==> src/rtl/vec_pkg.sv <==
// Shared definitions for the PCPI vector dispatcher.
//   OPCODE_CUSTOM0      major opcode claimed by the dispatcher (custom-0)
//   VEC_TIMEOUT_DEFAULT default watchdog limit, in BUSY cycles
//   F3_*                funct3 codes understood by the vector unit
//   disp_state_e        dispatcher FSM states
package vec_pkg;

  localparam logic [6:0] OPCODE_CUSTOM0      = 7'b0001011;
  localparam int         VEC_TIMEOUT_DEFAULT = 1024;

  localparam logic [2:0] F3_VADD  = 3'b000;
  localparam logic [2:0] F3_VSUB  = 3'b001;
  localparam logic [2:0] F3_VMUL  = 3'b010;
  localparam logic [2:0] F3_VMAC  = 3'b011;
  localparam logic [2:0] F3_VLOGIC = 3'b100;
  localparam logic [2:0] F3_VSHIFT = 3'b101;

  typedef enum logic [2:0] {
    ST_IDLE  = 3'd0,
    ST_ISSUE = 3'd1,
    ST_BUSY  = 3'd2,
    ST_RESP  = 3'd3,
    ST_DRAIN = 3'd4
  } disp_state_e;

endpackage

==> src/rtl/pcpi_vector_dispatch.sv <==
// Dispatcher between the picorv32 PCPI port and the vector processing unit.
// Claims custom-0 instructions, issues a one-cycle start to the vector unit,
// waits for vec_done under a watchdog and answers through pcpi_ready.
// Unclaimed opcodes leave every output untouched so the core traps.
//
// Ports
//   clk, resetn                     clock, async active-low reset
//   pcpi_valid/insn/rs1/rs2         instruction presented by the core
//   pcpi_wr/rd/wait/ready           response to the core (all registered)
//   vec_start/funct/op_a/op_b       issue to the vector unit
//   vec_abort                       one-cycle cancel to the vector unit
//   vec_done/vec_result             completion from the vector unit
//   timeout_err                     sticky watchdog-expiry flag
//   op_count                        completed-instruction counter (wraps)
//
// state    | meaning
// ---------+----------------------------------------------------------
// ST_IDLE  | waiting for a claimable instruction
// ST_ISSUE | vec_start pulse high, watchdog cleared
// ST_BUSY  | waiting for vec_done, watchdog running
// ST_RESP  | pcpi_ready pulse high with result
// ST_DRAIN | wait for the core to drop pcpi_valid before re-arming
module pcpi_vector_dispatch
  import vec_pkg::*;
#(
  parameter logic [6:0] OPCODE         = OPCODE_CUSTOM0,
  parameter int         TIMEOUT_CYCLES = VEC_TIMEOUT_DEFAULT
) (
  input  logic        clk,
  input  logic        resetn,
  input  logic        pcpi_valid,
  input  logic [31:0] pcpi_insn,
  input  logic [31:0] pcpi_rs1,
  input  logic [31:0] pcpi_rs2,
  output logic        pcpi_wr,
  output logic [31:0] pcpi_rd,
  output logic        pcpi_wait,
  output logic        pcpi_ready,
  output logic        vec_start,
  output logic [9:0]  vec_funct,
  output logic [31:0] vec_op_a,
  output logic [31:0] vec_op_b,
  output logic        vec_abort,
  input  logic        vec_done,
  input  logic [31:0] vec_result,
  output logic        timeout_err,
  output logic [15:0] op_count
);

  localparam int             WDW       = (TIMEOUT_CYCLES > 2) ? $clog2(TIMEOUT_CYCLES) : 1;
  localparam logic [WDW-1:0] WDOG_LAST = WDW'(TIMEOUT_CYCLES - 1);

  disp_state_e    state_q;
  logic [WDW-1:0] wdog_q, wdog_d;
  logic [15:0]    op_count_q, op_count_d;
  logic           rd_nz_q;
  logic           pcpi_wr_q, pcpi_wait_q, pcpi_ready_q;
  logic [31:0]    pcpi_rd_q;
  logic           vec_start_q, vec_abort_q, timeout_err_q;
  logic [9:0]     vec_funct_q;
  logic [31:0]    vec_op_a_q, vec_op_b_q;
  logic           claim;
  logic           unused_insn_bits;

  assign claim      = pcpi_valid && (pcpi_insn[6:0] == OPCODE);
  // Saturating: the FSM leaves BUSY at WDOG_LAST, so the hold is only a guard.
  assign wdog_d     = (wdog_q == WDOG_LAST) ? wdog_q : wdog_q + WDW'(1);
  assign op_count_d = op_count_q + 16'd1;
  // Register-number fields of the source operands are resolved by the core.
  assign unused_insn_bits = ^pcpi_insn[24:15];

  always_ff @(posedge clk or negedge resetn) begin
    if (!resetn) begin
      state_q       <= ST_IDLE;
      wdog_q        <= '0;
      op_count_q    <= '0;
      rd_nz_q       <= 1'b0;
      pcpi_wr_q     <= 1'b0;
      pcpi_rd_q     <= '0;
      pcpi_wait_q   <= 1'b0;
      pcpi_ready_q  <= 1'b0;
      vec_start_q   <= 1'b0;
      vec_abort_q   <= 1'b0;
      timeout_err_q <= 1'b0;
      vec_funct_q   <= '0;
      vec_op_a_q    <= '0;
      vec_op_b_q    <= '0;
    end else begin
      vec_start_q  <= 1'b0;
      vec_abort_q  <= 1'b0;
      pcpi_ready_q <= 1'b0;
      pcpi_wr_q    <= 1'b0;
      unique case (state_q)
        ST_IDLE: begin
          if (claim) begin
            vec_op_a_q  <= pcpi_rs1;
            vec_op_b_q  <= pcpi_rs2;
            vec_funct_q <= {pcpi_insn[31:25], pcpi_insn[14:12]};
            rd_nz_q     <= (pcpi_insn[11:7] != 5'd0);
            vec_start_q <= 1'b1;
            pcpi_wait_q <= 1'b1;
            state_q     <= ST_ISSUE;
          end
        end
        ST_ISSUE: begin
          wdog_q  <= '0;
          state_q <= ST_BUSY;
        end
        ST_BUSY: begin
          if (!pcpi_valid) begin
            // Core withdrew the instruction: cancel silently, nothing retires.
            vec_abort_q <= 1'b1;
            pcpi_wait_q <= 1'b0;
            state_q     <= ST_IDLE;
          end else if (vec_done) begin
            // Checked before expiry so a same-cycle done still returns data.
            pcpi_rd_q    <= vec_result;
            pcpi_wr_q    <= rd_nz_q;
            pcpi_ready_q <= 1'b1;
            pcpi_wait_q  <= 1'b0;
            op_count_q   <= op_count_d;
            state_q      <= ST_RESP;
          end else if (wdog_q == WDOG_LAST) begin
            pcpi_rd_q     <= '0;
            pcpi_wr_q     <= rd_nz_q;
            pcpi_ready_q  <= 1'b1;
            pcpi_wait_q   <= 1'b0;
            vec_abort_q   <= 1'b1;
            timeout_err_q <= 1'b1;
            op_count_q    <= op_count_d;
            state_q       <= ST_RESP;
          end else begin
            wdog_q <= wdog_d;
          end
        end
        ST_RESP: begin
          state_q <= ST_DRAIN;
        end
        ST_DRAIN: begin
          if (!pcpi_valid) state_q <= ST_IDLE;
        end
        default: state_q <= ST_IDLE;
      endcase
    end
  end

  assign pcpi_wr     = pcpi_wr_q;
  assign pcpi_rd     = pcpi_rd_q;
  assign pcpi_wait   = pcpi_wait_q;
  assign pcpi_ready  = pcpi_ready_q;
  assign vec_start   = vec_start_q;
  assign vec_funct   = vec_funct_q;
  assign vec_op_a    = vec_op_a_q;
  assign vec_op_b    = vec_op_b_q;
  assign vec_abort   = vec_abort_q;
  assign timeout_err = timeout_err_q;
  assign op_count    = op_count_q;

endmodule

==> config.mk <==
export PLATFORM = sky130hd
export DESIGN_NAME = pcpi_vector_dispatch
export DESIGN_NICKNAME = d
export VERILOG_FILES = /design/src/rtl/vec_pkg.sv /design/src/rtl/pcpi_vector_dispatch.sv
export SDC_FILE = /design/constraint.sdc
export NUM_CORES = 1
export LEC_CHECK = 0
export BUFFER_PORTS_ARGS = -buffer_cell sky130_fd_sc_hd__buf_2
export CAP_MARGIN = 25
export CELL_PAD_IN_SITES_DETAIL_PLACEMENT = 0
export CELL_PAD_IN_SITES_GLOBAL_PLACEMENT = 1
export CORE_MARGIN = 1
export CORE_UTILIZATION = 36
export DETAILED_ROUTE_END_ITERATION = 8
export PLACE_DENSITY = 0.81
export SYNTH_ARGS = -nofsm -noshare
export SYNTH_HDL_FRONTEND = slang
export SYNTH_SLANG_ARGS = --single-unit
==> constraint.sdc <==
create_clock -name clk -period 2.1 [get_ports clk]
set_input_delay 0 -clock clk [delete_from_list [all_inputs] [get_ports clk]]
set_output_delay 0 -clock clk [all_outputs]
set_load 0.01 [all_outputs]
==> flow_summary.toml, run 1 <==
[worst_setup_path]
crit_required_ns = 2.39
worst_setup_path_end_kind = "flop"
timing.critical_path.from = "wdog_q[0]$_DFFE_PN0P_"
critPathMaxFanout = 33
crit_type = "flop to flop"
rr_startpoint = "wdog_q[0]$_DFFE_PN0P_"
critPathArrivalTime_ns = 2.20
worst_setup_path_start_kind = "flop"

[synthesis]
synth_cell_type_count = 50
ys_ff_latch = 142
post-synth-top-area-fraction_pct = 61.6
synth-edff-count = 0
synth_warnings = 0
synth.area.top_cells = "dfrtp_1, mux2_2, a22o_1, xnor2_1, o2111ai_1"
syn-instance-count = 409
synth_seq_area_share_pct = 61.6
synthFlopType = "dfrtp_1"
synth_top_cell_by_area = "dfrtp_1"
synth_fp_nets = 543
netlist_area_mm2 = 0.00577
asyncSetResetFlopFracSynth_pct = 100
syn_area_per_cell_um2 = 14.1

[sta]
finalCritPeriodShare_pct = 90.7
report.final.slew_viol_count = 0
max_slew_margin_pct = 72.5
unrepaired_setup_endpoints_after_global_routing = "false"
setup-tns-final_ns = 0
hold_slack_ns = 0.0495
finalCriticalPeriod_ns = 1.90
setup_viol = 0
final_hold_viol_count = 0
tightest_slew_ns = 0.412
fin_skew_ns = 0.00757
fmax_mhz = 525

[floorplan]
core_mm2 = 0.0154
die_w_um = 129
chipHeight_um = 129
row_count = 45
boundary_pin_count = 260
die-area_mm2 = 0.0165
initial_utilization_pct = 37.4

[drt]
drtPass1Iterations = 6
wl_met1_mm = 6.50
remaining_drc_errors = 0
drt-initial-drc-count = 186
dr_wl_met2_mm = 8.59
route.detailed.wl_per_inst_um = 16.1
route.detailed.vias_per_inst = 4.87
routed-wl-met3_um = 777
number_of_nets_still_failing_antenna_checks_after_routing = 0
vias = 4905
top_layer = "met4"
wl_mm = 16.3

[run]
cap_violations = 0

[cells_and_area]
finish.net_count = 916
area_growth_syn_to_layout_pct = 57.4
final.fill_count = 1225
final_common_cell = "buf_2"
final_design_area_no_fill_mm2 = 0.00908
layout.core_utilization_pct = 58.9
drive_above_1_share_pct = 47.9
highest_count_cells_in_the_layout_ignoring_fill_and_taps = "buf_2, dfrtp_1, dlygate4sd3_1"

[clock_network]
clock_sinks = 142
cts_inserted_buffers = 17
worstSkewPairLatency_ns = 0.41
cts_tree = "yes"
clk_transition_reported_paths_ns = 0.06
post_cts.repair.setup_buffers = 0
cts.path.max_buffers = 2
ctsRootBufferMaster = "clkbuf_16"
h-tree-depth = 4

[pwr]
worst_ir_drop_vdd_mv = 0.484
post-layout-total-power_mw = 7.26
pwr_density_cell_mw_per_mm2 = 799
leakage_nw = 4.86

[placement]
hpwl_detailed_mm = 10.2
place.gp.congestion = 0.798
placed_area_mm2 = 0.00731
numPortBuffers = 249

[global_route]
total_routing_resource_utilization_after_global_routing_pct = 19.9
grt_pass1_wl_mm = 25.2
grt_overflow_total = 0
number_of_antenna_violations_at_the_first_check_in_global_routing = 1
grt_max_degree = 76
via_count_of_the_first_global_routing_pass = 5130

[run_status]
outcome = "finished clean"

[worst_hold_path]
worst_hold_path_type = "input port to flop"
timing.hold.worst.start = "pcpi_insn[2]"
## cell families (layout without fill, tap and decap cells)
logic type | Yosys count | in the layout | share of synthesized area (%)
flip-flops | 142 | 142 | 61.6
AND/OR/NAND/NOR | 68 | 68 | 7.42
buffers and inverters | 28 | 413 | 2.49
adder cells (fa/ha/maj) | 2 | 2 | 0.434
AO/OA/AOI/OAI | 78 | 78 | 11.0
other | 0 | 2 | 0
multiplexers | 76 | 76 | 14.8
XOR/XNOR | 15 | 15 | 2.28
## area by class of cell
class	instances	area (um2)	share of cell area, %
antenna	2	5.00	0.0551
clock buffer	19	453	4.99
clock inverter	12	184	2.02
inverter	5	18.8	0.207
multi-input combinational	239	2070	22.8
sequential	142	3550	39.1
tap	211	264	2.91
timing repair buffer	377	2530	27.9
## report_power, final
group	leakage, nW	total [mW]	internal, mW	switching, mW
sequential	1.94	3.12	2.96	0.158
clock	0.306	3.22	2.06	1.16
combinational	2.62	0.917	0.525	0.392
## sequential cells by signal, indices dropped and copies added, names as in the netlist
signal,flops
pcpi_rd,32
state_q,3
pcpi_ready,1
rd_nz_q,1
pcpi_wait,1
timeout_err,1
vec_start,1
vec_op_b,32
pcpi_wr,1
vec_op_a,32
vec_funct,10
vec_abort,1
wdog_q,10
op_count,16
## synthesized netlist by cell type, drive strengths merged, types with 2 or more instances
library cell	number
clkbuf	4
buf	19
dfrtp	142
a21o	2
xnor2	15
nand2	10
inv	5
nor3	4
nor2b	10
nand4	6
and3	4
nor4	2
o21ai	7
and2	3
a21oi	4
a22oi	3
a22o	33
o211ai	2
mux2	75
o221a	4
nor2	11
nand2b	3
o2111ai	13
nand3	8
ha	2
## stage by stage
step	setup slack (ns)	cells
after global routing	0.0580	1006
final	0.195	1007
after CTS	0.194	1005
after detailed placement	0.195	861
after global placement	0.247	861
after floorplan	0.358	409
## layer usage
metal	GRT usage (%)	vias to the layer above
li1	-	2268
met1	22.6	2433
met2	35.7	174
met3	4.99	30
met4	8.51	0
met5	0	-
## worst max-delay path, stage by stage (launching register included)
cell,delay (ns)
dfrtp_1,0.38
ha_1,0.24
nand3_2,0.18
nor4_4,0.40
nor2_2,0.10
buf_4,0.25
a22o_1,0.23
## final timing paths
path / end / slack, ns / cells after the start
max: pcpi_rd[7]$_DFFE_PN0P_ / 0.20 / 6
min: state_q[0]$_DFFE_PN0P_ / 0.05 / 4
max reg2reg: pcpi_rd[7]$_DFFE_PN0P_ / 0.20 / 6
min reg2reg: timeout_err$_DFFE_PN0P_ / 0.46 / 1
max in group asynchronous: vec_op_a[19]$_DFFE_PN0P_ / 1.36 / 3
min in group asynchronous: op_count[11]$_DFFE_PN0P_ / 0.07 / 2
## repair_timing
action	4_1_cts	5_1_grt
resized for setup	0	0
endpoints found under the setup margin	0	0
hold buffers	113	0
endpoints found under the hold margin	252	0
Power figures use the tool's default switching activity.
==> inputs of run 2 (changes only) <==
Settings changed: CELL_PAD_IN_SITES_DETAIL_PLACEMENT 0 to unset, CELL_PAD_IN_SITES_GLOBAL_PLACEMENT 1 to unset, CORE_UTILIZATION 36 to 40, PLACE_DENSITY 0.81 to 0.72.
==> flow_summary.toml, run 2 (synthesis results as in run 1) <==
[run_status]
outcome = "finished clean"

[sta]
post-route-worst-setup-slack_ns = 0.164
finalCriticalPeriod_ns = 1.94
fmax_mhz = 516
unrepaired_setup_endpoints_after_global_routing = "false"
final_hold_viol_count = 0
setup-tns-final_ns = 0
max_slew_margin_pct = 61.5
fin_skew_ns = 0.0157
finalCritPeriodShare_pct = 92.2
tightest_slew_ns = 0.576
setup_viol = 0
report.final.slew_viol_count = 0

[clock_network]
cts_inserted_buffers = 17
ctsRootBufferMaster = "clkbuf_16"
h-tree-depth = 4
worstSkewPairLatency_ns = 0.42
cts.path.max_buffers = 2
clk_transition_reported_paths_ns = 0.06
cts_hold_buffers = 113
post_cts.repair.setup_buffers = 0
clock_sinks = 142
cts_tree = "yes"
cts-resized-gates = 0

[cells_and_area]
drive_above_1_share_pct = 47.8
layout.core_utilization_pct = 64.4
area_growth_syn_to_layout_pct = 56.0
highest_count_cells_in_the_layout_ignoring_fill_and_taps = "buf_2, dfrtp_1, dlygate4sd3_1"
final_common_cell = "buf_2"
finish.net_count = 916
final_design_area_no_fill_mm2 = 0.00900

[global_route]
via_count_of_the_first_global_routing_pass = 5250
number_of_antenna_violations_at_the_first_check_in_global_routing = 1
grt_max_degree = 73
total_routing_resource_utilization_after_global_routing_pct = 22.9
grt_overflow_total = 0
grt_pass1_wl_mm = 26.1

[floorplan]
boundary_pin_count = 260
chipHeight_um = 122
initial_utilization_pct = 41.3
core_mm2 = 0.0140
die_w_um = 122
die-area_mm2 = 0.0149
row_count = 43

[worst_hold_path]
worst_hold_path_type = "input port to async pin"

[drt]
route.detailed.vias_per_inst = 5.11
route.detailed.wl_per_inst_um = 17.3
top_layer = "met4"
dr_wl_met2_mm = 9.05
number_of_nets_still_failing_antenna_checks_after_routing = 0
drtPass1Iterations = 4
remaining_drc_errors = 0
drt-initial-drc-count = 167
vias = 4992
wl_mm = 16.9
routed-wl-met3_um = 883
wl_met1_mm = 6.40

[pwr]
worst_ir_drop_vdd_mv = 0.556
post-layout-total-power_mw = 7.12
leakage_nw = 4.85
pwr_density_cell_mw_per_mm2 = 790

[worst_setup_path]
worst_setup_path_end_kind = "flop"
critPathArrivalTime_ns = 2.23
crit_required_ns = 2.39
worst_setup_path_start_kind = "flop"
crit_type = "flop to flop"
critPathMaxFanout = 33

[placement]
dpl_worst_slack_ns = 0.176
placed_area_mm2 = 0.00726
place.gp.congestion = 0.844
numPortBuffers = 249
hpwl_detailed_mm = 10.5

[run]
cap_violations = 0
-- run 2: through the flow --
step	hold slack (ns)	cells
after CTS	0.0542	975
after detailed placement	-0.0524	830
final	0.0656	976
after global placement	-0.0561	830
after floorplan	-0.296	409
after global routing	0.0543	976
-- run 2: worst paths after layout --
kind,startpoint,end,slack [ns],cells after the start
worst max register to register,wdog_q[0]$_DFFE_PN0P_,pcpi_rd[3]$_DFFE_PN0P_,0.16,6
worst min-delay path,resetn,vec_op_b[21]$_DFFE_PN0P_,0.07,2
max in group asynchronous,resetn,pcpi_rd[24]$_DFFE_PN0P_,1.29,3
worst min register to register,timeout_err$_DFFE_PN0P_,timeout_err$_DFFE_PN0P_,0.46,1
worst max-delay path,wdog_q[0]$_DFFE_PN0P_,pcpi_rd[3]$_DFFE_PN0P_,0.16,6
min in group clk,pcpi_insn[2],state_q[0]$_DFFE_PN0P_,0.07,4
-- run 2: worst max-delay path, cell delays in order (launching register included) --
cell,delay (ns)
dfrtp_1,0.38
ha_1,0.23
nand3_2,0.19
nor4_4,0.45
nor2_2,0.09
buf_4,0.25
a22o_1,0.22
-- run 2: layer usage --
metal,vias to the layer above,track usage [%]
met4,0,11.1
met2,208,39.5
li1,2252,-
met1,2486,26.2
met3,46,6.18
met5,-,0
-- run 2: final cells by class --
| cell class | count | area, um2 |
|---|---|---|
| clock buffer | 22 | 484 |
| fill | 1012 | 4980 |
| multi-input combinational | 239 | 2070 |
| tap | 180 | 225 |
| antenna | 1 | 2.50 |
| clock inverter | 10 | 126 |
| sequential | 142 | 3550 |
| timing repair buffer | 377 | 2520 |
| inverter | 5 | 18.8 |
-- run 2: report_power, final --
group	internal (mW)	total (mW)	switching, mW
clock	1.90	3.07	1.17
sequential	2.96	3.12	0.160
combinational	0.524	0.927	0.403
